[src/rtl/mem_port_arbiter.sv]
// Memory port arbiter: shares one external request/acknowledge bus
// between instruction fetch (IF) and the data-memory stage (MEM).
//
// Ports:
//   clk, rst_n           clock, synchronous active-low reset
//   if_req/if_addr       fetch request (level) and address
//   if_flush             branch flush, discards in-flight fetch result
//   if_ready/if_rdata    one-cycle fetch completion pulse, instruction
//   dm_rd_ctrl/wr_ctrl   load/store type (0 = none)
//   dm_addr/dm_wdata     data address and store data
//   data_ready/dm_rdata  one-cycle data completion pulse, load data
//   bus_req/we/ctrl      bus transaction valid, write, access type
//   bus_addr/bus_wdata   registered bus address and write data
//   bus_ack/bus_rdata    bus completion and read data
//   bus_err              one-cycle watchdog timeout pulse
//
// Optional: define ARB_TIMEOUT_EN to enable the BUSY watchdog
// (TIMEOUT_CYCLES); otherwise bus_err is tied low and the
// arbiter waits indefinitely for bus_ack.

module mem_port_arbiter #(
    parameter int ADDR_W         = 64,
    parameter int DATA_W         = 64,
    parameter int INST_W         = 32,
    parameter int TIMEOUT_CYCLES = 255
) (
    input  logic              clk,
    input  logic              rst_n,
    input  logic              if_req,
    input  logic [ADDR_W-1:0] if_addr,
    input  logic              if_flush,
    output logic              if_ready,
    output logic [INST_W-1:0] if_rdata,
    input  logic [2:0]        dm_rd_ctrl,
    input  logic [2:0]        dm_wr_ctrl,
    input  logic [ADDR_W-1:0] dm_addr,
    input  logic [DATA_W-1:0] dm_wdata,
    output logic              data_ready,
    output logic [DATA_W-1:0] dm_rdata,
    output logic              bus_req,
    output logic              bus_we,
    output logic [2:0]        bus_ctrl,
    output logic [ADDR_W-1:0] bus_addr,
    output logic [DATA_W-1:0] bus_wdata,
    input  logic              bus_ack,
    input  logic [DATA_W-1:0] bus_rdata,
    output logic              bus_err
);

    typedef enum logic [2:0] {
        IDLE,
        D_BUSY,
        D_DONE,
        I_BUSY,
        I_DONE
    } state_t;

    state_t state, state_n;

    logic dm_any;
    logic start_d, start_i;
    logic d_ack, i_ack;
    logic d_to, i_to;
    logic to_hit;
    logic discard;

    assign dm_any = (dm_rd_ctrl != 3'b000) || (dm_wr_ctrl != 3'b000);

    always_comb begin
        state_n = state;
        start_d = 1'b0;
        start_i = 1'b0;
        d_ack   = 1'b0;
        i_ack   = 1'b0;
        d_to    = 1'b0;
        i_to    = 1'b0;
        unique case (state)
            IDLE: begin
                // Data first: the MEM-stage instruction is older.
                if (dm_any) begin
                    state_n = D_BUSY;
                    start_d = 1'b1;
                end else if (if_req) begin
                    state_n = I_BUSY;
                    start_i = 1'b1;
                end
            end
            D_BUSY: begin
                if (bus_ack) begin
                    state_n = D_DONE;
                    d_ack   = 1'b1;
                end else if (to_hit) begin
                    state_n = D_DONE;
                    d_to    = 1'b1;
                end
            end
            I_BUSY: begin
                if (bus_ack) begin
                    state_n = I_DONE;
                    i_ack   = 1'b1;
                end else if (to_hit) begin
                    state_n = I_DONE;
                    i_to    = 1'b1;
                end
            end
            D_DONE:  state_n = IDLE;
            I_DONE:  state_n = IDLE;
            default: state_n = IDLE;
        endcase
    end

    assign bus_req    = (state == D_BUSY) || (state == I_BUSY);
    assign data_ready = (state == D_DONE);
    // A flush in the completion cycle kills the result as well.
    assign if_ready   = (state == I_DONE) && !discard && !if_flush;

    always_ff @(posedge clk) begin
        if (!rst_n) begin
            state     <= IDLE;
            bus_we    <= 1'b0;
            bus_ctrl  <= 3'b000;
            bus_addr  <= '0;
            bus_wdata <= '0;
            if_rdata  <= '0;
            dm_rdata  <= '0;
            discard   <= 1'b0;
        end else begin
            state <= state_n;
            if (start_d) begin
                bus_addr  <= dm_addr;
                bus_wdata <= dm_wdata;
                // Both ctrl set is illegal; the write wins.
                bus_we    <= (dm_wr_ctrl != 3'b000);
                bus_ctrl  <= (dm_wr_ctrl != 3'b000) ? dm_wr_ctrl
                                                    : dm_rd_ctrl;
            end
            if (start_i) begin
                bus_addr <= if_addr;
                bus_we   <= 1'b0;
                bus_ctrl <= 3'b010;
            end
            if (d_ack && !bus_we) begin
                dm_rdata <= bus_rdata;
            end
            if (d_to) begin
                dm_rdata <= '0;
            end
            if (i_ack) begin
                if_rdata <= bus_rdata[INST_W-1:0];
            end
            if (i_to) begin
                if_rdata <= '0;
            end
            // The bus cannot abort, so a flushed fetch runs to
            // completion and its result is dropped in I_DONE.
            if (state == I_DONE) begin
                discard <= 1'b0;
            end else if ((start_i || state == I_BUSY) && if_flush) begin
                discard <= 1'b1;
            end
        end
    end

`ifdef ARB_TIMEOUT_EN
    localparam int CNT_W =
        ($clog2(TIMEOUT_CYCLES + 1) > 8) ? $clog2(TIMEOUT_CYCLES + 1) : 8;

    logic [CNT_W-1:0] wd_cnt;
    logic             err_q;

    // Fires in the last allowed BUSY cycle so that exactly
    // TIMEOUT_CYCLES BUSY cycles are spent before giving up.
    assign to_hit  = (wd_cnt == CNT_W'(TIMEOUT_CYCLES - 1));
    assign bus_err = err_q;

    always_ff @(posedge clk) begin
        if (!rst_n) begin
            wd_cnt <= '0;
            err_q  <= 1'b0;
        end else begin
            err_q <= d_to || i_to;
            if (start_d || start_i) begin
                wd_cnt <= '0;
            end else if (bus_req && !bus_ack) begin
                wd_cnt <= wd_cnt + 1'b1;
            end
        end
    end
`else
    assign to_hit  = 1'b0;
    assign bus_err = 1'b0;
`endif

    always_ff @(posedge clk) begin
        if (rst_n) begin
            assert (TIMEOUT_CYCLES > 0)
                else $error("TIMEOUT_CYCLES must be positive");
            if (start_d) begin
                assert (!(dm_rd_ctrl != 3'b000 && dm_wr_ctrl != 3'b000))
                    else $error("load and store ctrl both set");
            end
        end
    end

endmodule

[config.mk]
export PLATFORM = sky130hd
export DESIGN_NAME = mem_port_arbiter
export DESIGN_NICKNAME = d
export VERILOG_FILES = /design/src/rtl/mem_port_arbiter.sv
export SDC_FILE = /design/constraint.sdc
export NUM_CORES = 1
export LEC_CHECK = 0
export ABC_AREA = 1
export CORE_AREA = 8 8 187 189
export DETAILED_ROUTE_END_ITERATION = 16
export DIE_AREA = 0 0 195 197
export GPL_TIMING_DRIVEN = 0
export PLACE_DENSITY = 0.61
export RECOVER_POWER = 50
export SYNTH_ARGS = -nofsm -noshare
export SYNTH_HDL_FRONTEND = slang
export SYNTH_SLANG_ARGS = --single-unit
[constraint.sdc]
create_clock -name clk -period 2.5 [get_ports clk]
set_input_delay 0.5 -clock clk [delete_from_list [all_inputs] [get_ports clk]]
set_output_delay 0.5 -clock clk [all_outputs]
set_load 0.03 [all_outputs]
==> run summary, run 1 <==
Status - completed
CTS tree - done
Area share of the largest cell type after synthesis - 50.22%
Clock tree sinks - 232
Crit-path max FO - 6
# rows - 66
Filler Cells Inserted - 3219
Pwr/cell area - 763.2 nW/um2
Unique masters post-synth - 20
Final Hold Viols - 0
Vias per inst - 4.495
DR WL/cell - 17.97 um
Total grt overflow - 0
Area delta synth->final - 69.41%
RSZ-0062 raised after global routing - no
Worst Hold Endpoint - if_rdata[6]$_SDFFE_PN0P_
Worst-skew pair later-pin latency - 0.53 ns
HP Start - if_rdata[6]$_SDFFE_PN0P_
Die area - 38420 um2
Crit path arrival time - 1.87 ns
Global placement routability congestion - 0.8941
First-pass GRT wire length - 61290 um
Peak supply drop - 0.4923 mV
Vias in the first global route - 10.36k
Multi-input logic area - 3757 um2
Worst Clk Skew - 0.01159 ns
Reg2reg start - state[2]$_SDFFE_PN0P_
R2R depth - 9
Clock transition at path regs - 0.06 ns
Fin area - 15670 um2
Core area - 32040 um2
Max Fclk - 421.7 MHz
Clock share of power - 34.6%
Cts hold-fix bufs - 0
P_sw - 3.874 mW
Placed Area - 14730 um2
Hold depth - 2
Residual DRC - 0
Fin crit share - 94.85%
Reg area - 4644 um2
Synth area leader - dfxtp_1
Combinational share of power - 29.3%
R2R Setup Slk - 0.43 ns
Buffers on Ports - 497
Worst reg2reg endpoint - bus_ctrl[0]$_SDFFE_PP0P_
Worst slew margin - 50.65%
Final net count - 2114
Critical path class - reg2out
Max Buffers Root-to-Sink - 3
Minimum clock period after layout - 2.371 ns
Sequential-to-total area share from yosys stat - 50.22%
Final WL - 40890 um
Via Count - 10.23k
Mapped Area - 9249 um2
Sequential Power Share - 36.1%
WP data required - 2.00 ns
Nature of the critical path startpoint - register
Die width - 195 um
# IOs - 499
DIE HEIGHT - 197 um
Htree depth - 1
Antenna diodes - 0
GRT Util Overall - 20.13%
Worst Setup End Kind - output pin
Final Max Tran Viols - 0
Internal - 8.084 mW
DR pass1 iterations - 6
Switching Share - 32.39%
CTS root buffer - clkbuf_16
Synthesized instance count - 1321
Max Cap Viol - 0
Final setup violation count - 0
Syn Area/Cell - 7.001 um2
Total power after layout - 11.96 mW
Setup repair bufs after CTS - 0
Initial antenna violation count - 2
Starting density of the core - 28.87%
Final ANT Viol Nets - 0
Share of cells above drive strength 1 - 4.553%
Worst-Margin Slew - 0.7402 ns
Initial detailed-routing violation count - 369
Syn nets - 1588
Post-synthesis register bit count - 232
Largest net degree at the start of global routing - 14
P_leak - 6.318 nW
Hold crit path type - reg2reg
Ys Warns - 0
TNS Setup - 0 ns
CTS buffer count - 27
Top post-synthesis cells by area - dfxtp_1, nor2_1, o21ai_0
DP HPWL - 32660 um
[synthesized netlist by cell type]
cell type,instances
buf_2,26
buf_4,8
nand4_1,65
inv_1,106
or2_2,1
o21ai_1,2
nand3_1,6
a21oi_1,37
dfxtp_1,232
buf_1,3
inv_2,6
nand2_2,1
o21ai_0,162
conb_1,1
nand2_1,139
a31oi_1,1
clkbuf_1,58
nor3_1,2
nor2_4,3
nor2_1,462
[power groups by stage]
stage	clock network [mW]	registers (mW)	logic, mW
after floorplan	0	5.14	1.08
after global placement	0	4.38	3.53
after detailed placement	0	4.39	3.55
after CTS	4.29	4.32	3.57
after global routing	4.42	4.36	3.80
final	4.14	4.32	3.50
[flip-flops by register name (all words and copies together) (netlist names)]
name,count
bus_addr,64
bus_ctrl,3
bus_wdata,64
bus_we,1
discard,1
dm_rdata,64
if_rdata,32
state,3
[metal layers]
layer	GRT usage, %	share of wire (%)	vias to the layer above	wire length (um)
met4	6.008	2.7	4	1093
met1	22.99	40	4553	16350
met2	35.56	49	396	19850
li1	-	-	5207	-
met3	6.447	8.7	67	3570
met5	0	0.054	-	22
[cell type report]
type | instances | area share, %
multi-input cells | 882 | 23.98
plain buffers | 95 | 2.627
clock buffers | 40 | 5.198
inverters | 112 | 2.683
well taps | 408 | 3.258
flip-flops and latches | 232 | 29.64
repair buffers | 497 | 31.78
clock inverters | 9 | 0.8305
[worst max-delay path: stages, from the launching register on]
cell,delay (ns)
dfxtp_1,0.38
nor3_1,0.20
clkdlybuf4s50_1,0.75
[cells in the final DEF, fill, tap and decap left out]
cell	instances
inv_6	2
a31oi_1	1
nor2_1	463
nand2_2	1
nor3_1	2
inv_1	108
dlymetal6s2s_1	2
bufinv_16	3
nand3_1	6
a21oi_1	37
nor2_4	2
clkbuf_16	27
clkinv_2	3
dlygate4sd3_1	9
clkbuf_2	9
buf_1	2
nand4_1	65
clkbuf_8	9
inv_2	4
conb_1	1
buf_4	6
clkinvlp_4	1
nand2_1	139
clkdlybuf4s50_1	486
clkbuf_1	65
dfxtp_1	232
or2_2	1
buf_2	17
o21ai_0	164
[worst max-delay path by stage]
stage | startpoint | to | slack, ns
final | state[0]$_SDFFE_PN0P_ | data_ready | 0.13
after global routing | state[0]$_SDFFE_PN0P_ | data_ready | 0.04
after CTS | if_flush | if_ready | 0.0009
after detailed placement | dm_wr_ctrl[0] | bus_ctrl[1]$_SDFFE_PN0P_ | 0.005
after global placement | if_flush | if_ready | 0.003
after floorplan | if_flush | if_ready | 0.80
[kinds of logic after synthesis]
kind of cell	Yosys count	share of synthesized area, %
other	1	0.04055
buffers and inverters	207	9.077
AO/OA/AOI/OAI	202	10.94
AND/OR/NAND/NOR	679	29.72
flip-flops	232	50.22
[what timing repair did]
item	4_1_cts	5_1_grt
endpoints found under the setup margin	0	2
gates resized for setup	0	2
hold endpoints to repair	0	0
[stage by stage]
step,setup WS (ns),std cells,hold slack (ns),util [%]
after detailed placement,0.004984,2226,0.4361,45.99
after global routing,0.03841,2275,0.4600,48.90
final,0.1288,2275,0.4427,48.90
after floorplan,0.8000,1321,0.4817,-
after CTS,0.0008962,2275,0.4454,48.93
after global placement,0.002825,2226,0.4316,45.99
(Power assumes the default switching activity.)
==> run 2: changes to the inputs <==
--- a/config.mk
+++ b/config.mk
@@ -12,6 +12,8 @@
 export GPL_TIMING_DRIVEN = 0
 export PLACE_DENSITY = 0.61
 export RECOVER_POWER = 50
+export SETUP_SLACK_MARGIN = 0.5
+export SLEW_MARGIN = 20
 export SYNTH_ARGS = -nofsm -noshare
 export SYNTH_HDL_FRONTEND = slang
 export SYNTH_SLANG_ARGS = --single-unit
==> run summary, run 2 (same netlist as run 1, synthesis figures left out) <==
Final net count - 2117 (+0.14%)
Min Hold Slack - 0.4396 ns (-0.003184 ns)
Nature of the critical path startpoint - register
Starting density of the core - 28.87% (unchanged)
Share of cells above drive strength 1 - 5.080% (+0.53 points)
CP Cell Sequence - inv_1 -> nand2_2 -> nor2_4 -> inv_2 -> nor2_1 -> inv_1 -> buf_4 -> buf_2 -> nor2_1 -> nor2_1
Final setup violation count - 0 (unchanged)
TNS Setup - 0 ns (unchanged)
Total power after layout - 11.70 mW (-2.2%)
Crit. Startpoint - state[1]$_SDFFE_PN0P_
HP Start - if_rdata[6]$_SDFFE_PN0P_
Max stage delay on crit path - 0.32 ns (-0.43 ns)
Htree depth - 1 (unchanged)
DR pass1 iterations - 4 (-2)
Final WL - 40910 um (about the same)
Minimum clock period after layout - 2.031 ns (-0.3399 ns)
CTS root buffer - clkbuf_16
WP data required - 2.93 ns (+0.93 ns)
Commonest non-fill, non-tap cell in the layout - nor2_1
Worst-skew pair later-pin latency - 0.53 ns (about the same)
Crit-path max FO - 10 (+4)
Initial detailed-routing violation count - 394 (+6.8%)
Pwr/cell area - 759.0 nW/um2 (-0.55%)
GRT Util Overall - 20.15% (about the same)
Initial antenna violation count - 2 (unchanged)
Die width - 195 um (unchanged)
Worst-Margin Slew - 0.7349 ns (-0.005295 ns)
Max Buffers Root-to-Sink - 3 (unchanged)
Vias per inst - 4.511 (+0.34%)
# IOs - 499 (unchanged)
Max Fclk - 492.3 MHz (+17%)
Total grt overflow - 0 (unchanged)
Critical path class - reg2reg
# rows - 66 (unchanged)
Largest net degree at the start of global routing - 14 (unchanged)
Buf/Inv on CP - 5 (+4)
Clock transition at path regs - 0.06 ns (about the same)
Worst Setup End Kind - register
DIE HEIGHT - 197 um (unchanged)
Via Count - 10.28k (+0.47%)
Core area - 32040 um2 (unchanged)
Largest regs - bus_addr (64), bus_wdata (64), dm_rdata (64)
P_leak - 7.175 nW (+14%)
Most frequent CP cell - nor2_1
Crit path arrival time - 2.46 ns (+0.59 ns)
Fin crit share - 81.25% (-14 points)
Global placement routability congestion - 0.8941 (unchanged)
Worst slew margin - 51.00% (+0.35 points)
Final ANT Viol Nets - 0 (unchanged)
First-pass GRT wire length - 61360 um (+0.12%)
Final Max Tran Viols - 0 (unchanged)
Status - completed
CTS buffer count - 27 (unchanged)
Crit-path slowest cell - dfxtp_1
Vias in the first global route - 10.38k (+0.18%)
CP delay by family, top - simple AND/OR/NAND/NOR gates
Peak supply drop - 0.4817 mV (-2.1%)
Buffers on Ports - 497 (unchanged)
Antenna diodes - 0 (unchanged)
Reg2reg start - state[1]$_SDFFE_PN0P_
CTS tree - done
DR WL/cell - 17.96 um (about the same)
Clock tree sinks - 232 (unchanged)
RSZ-0062 raised after global routing - yes
DP HPWL - 32660 um (unchanged)
Hold crit path type - reg2reg
Max Cap Viol - 0 (unchanged)
Residual DRC - 0 (unchanged)
Final Hold Viols - 0 (unchanged)
Most frequent cells in the layout - nor2_1, clkdlybuf4s50_1, dfxtp_1
Die area - 38420 um2 (unchanged)
Worst Clk Skew - 0.01090 ns (-0.0006885 ns)
Area delta synth->final - 66.64%
run 2: cell count changes in the layout (fill, tap and decap cells not counted), sizes merged:
cell,previous run,this run
dlygate4sd3,9,1
dlymetal6s2s,2,0
clkdlybuf4s50,486,265
clkbuf,110,105
buf,25,36
dlygate4sd2,0,228
run 2: metrics by stage:
step           setup slack (ns)  instance area, um2  util (%)  instances
2_1_floorplan            0.8000                9249         -       1321
4_1_cts                  0.2806               15390     48.03       2275
3_5_place_dp           0.004984               14730     45.99       2226
3_3_place_gp           0.002825               14730     45.99       2226
5_1_grt                  0.2550               15410     48.10       2278
6_report                 0.4687               15410     48.10       2278
run 2: power breakdown:
part           switching (mW)  total [mW]  internal (mW)
logic                    2.08        3.26           1.18
clock network            1.58        4.14           2.56
registers               0.200        4.30           4.10
run 2: per-layer routing:
layer	vias to the layer above	wire length [um]	global-route usage, %	share of wire [%]
li1	5214	-	-	-
met1	4589	16520	23.03	40
met2	399	19790	35.48	48
met3	69	3423	6.464	8.4
met4	4	1139	6.204	2.8
met5	-	27	0	0.066
run 2: layout make-up:
type | instances | area [um2]
plain buffers | 95 | 431.7
clock buffers | 40 | 814.5
clock inverters | 9 | 130.1
fillers | 3318 | 16630
inverters | 112 | 420.4
multi-input cells | 882 | 3760
flip-flops and latches | 232 | 4646
well taps | 408 | 510.5
repair buffers | 500 | 4700
run 2: final timing paths:
path         depth (start not counted)  slack [ns]                    endpoint
max                                 10        0.47  bus_wdata[36]$_SDFFE_PN0P_
min                                  2        0.44    if_rdata[6]$_SDFFE_PN0P_
max reg2reg                         10        0.47  bus_wdata[36]$_SDFFE_PN0P_
min reg2reg                          2        0.44    if_rdata[6]$_SDFFE_PN0P_
run 2: worst reg2reg max path: stages (launching register included):
cell	delay (ns)
dfxtp_1	0.32
inv_1	0.13
nand2_2	0.11
nor2_4	0.20
inv_2	0.06
nor2_1	0.31
inv_1	0.20
buf_4	0.23
buf_2	0.20
nor2_1	0.13
nor2_1	0.06
run 2: timing repair:
item | 4_1_cts | 5_1_grt
resized for setup | 239 | 17
hold buffers | 0 | 0
setup buffers | 0 | 3
endpoints found under the setup margin | 231 | 82
pin swaps | 0 | 2
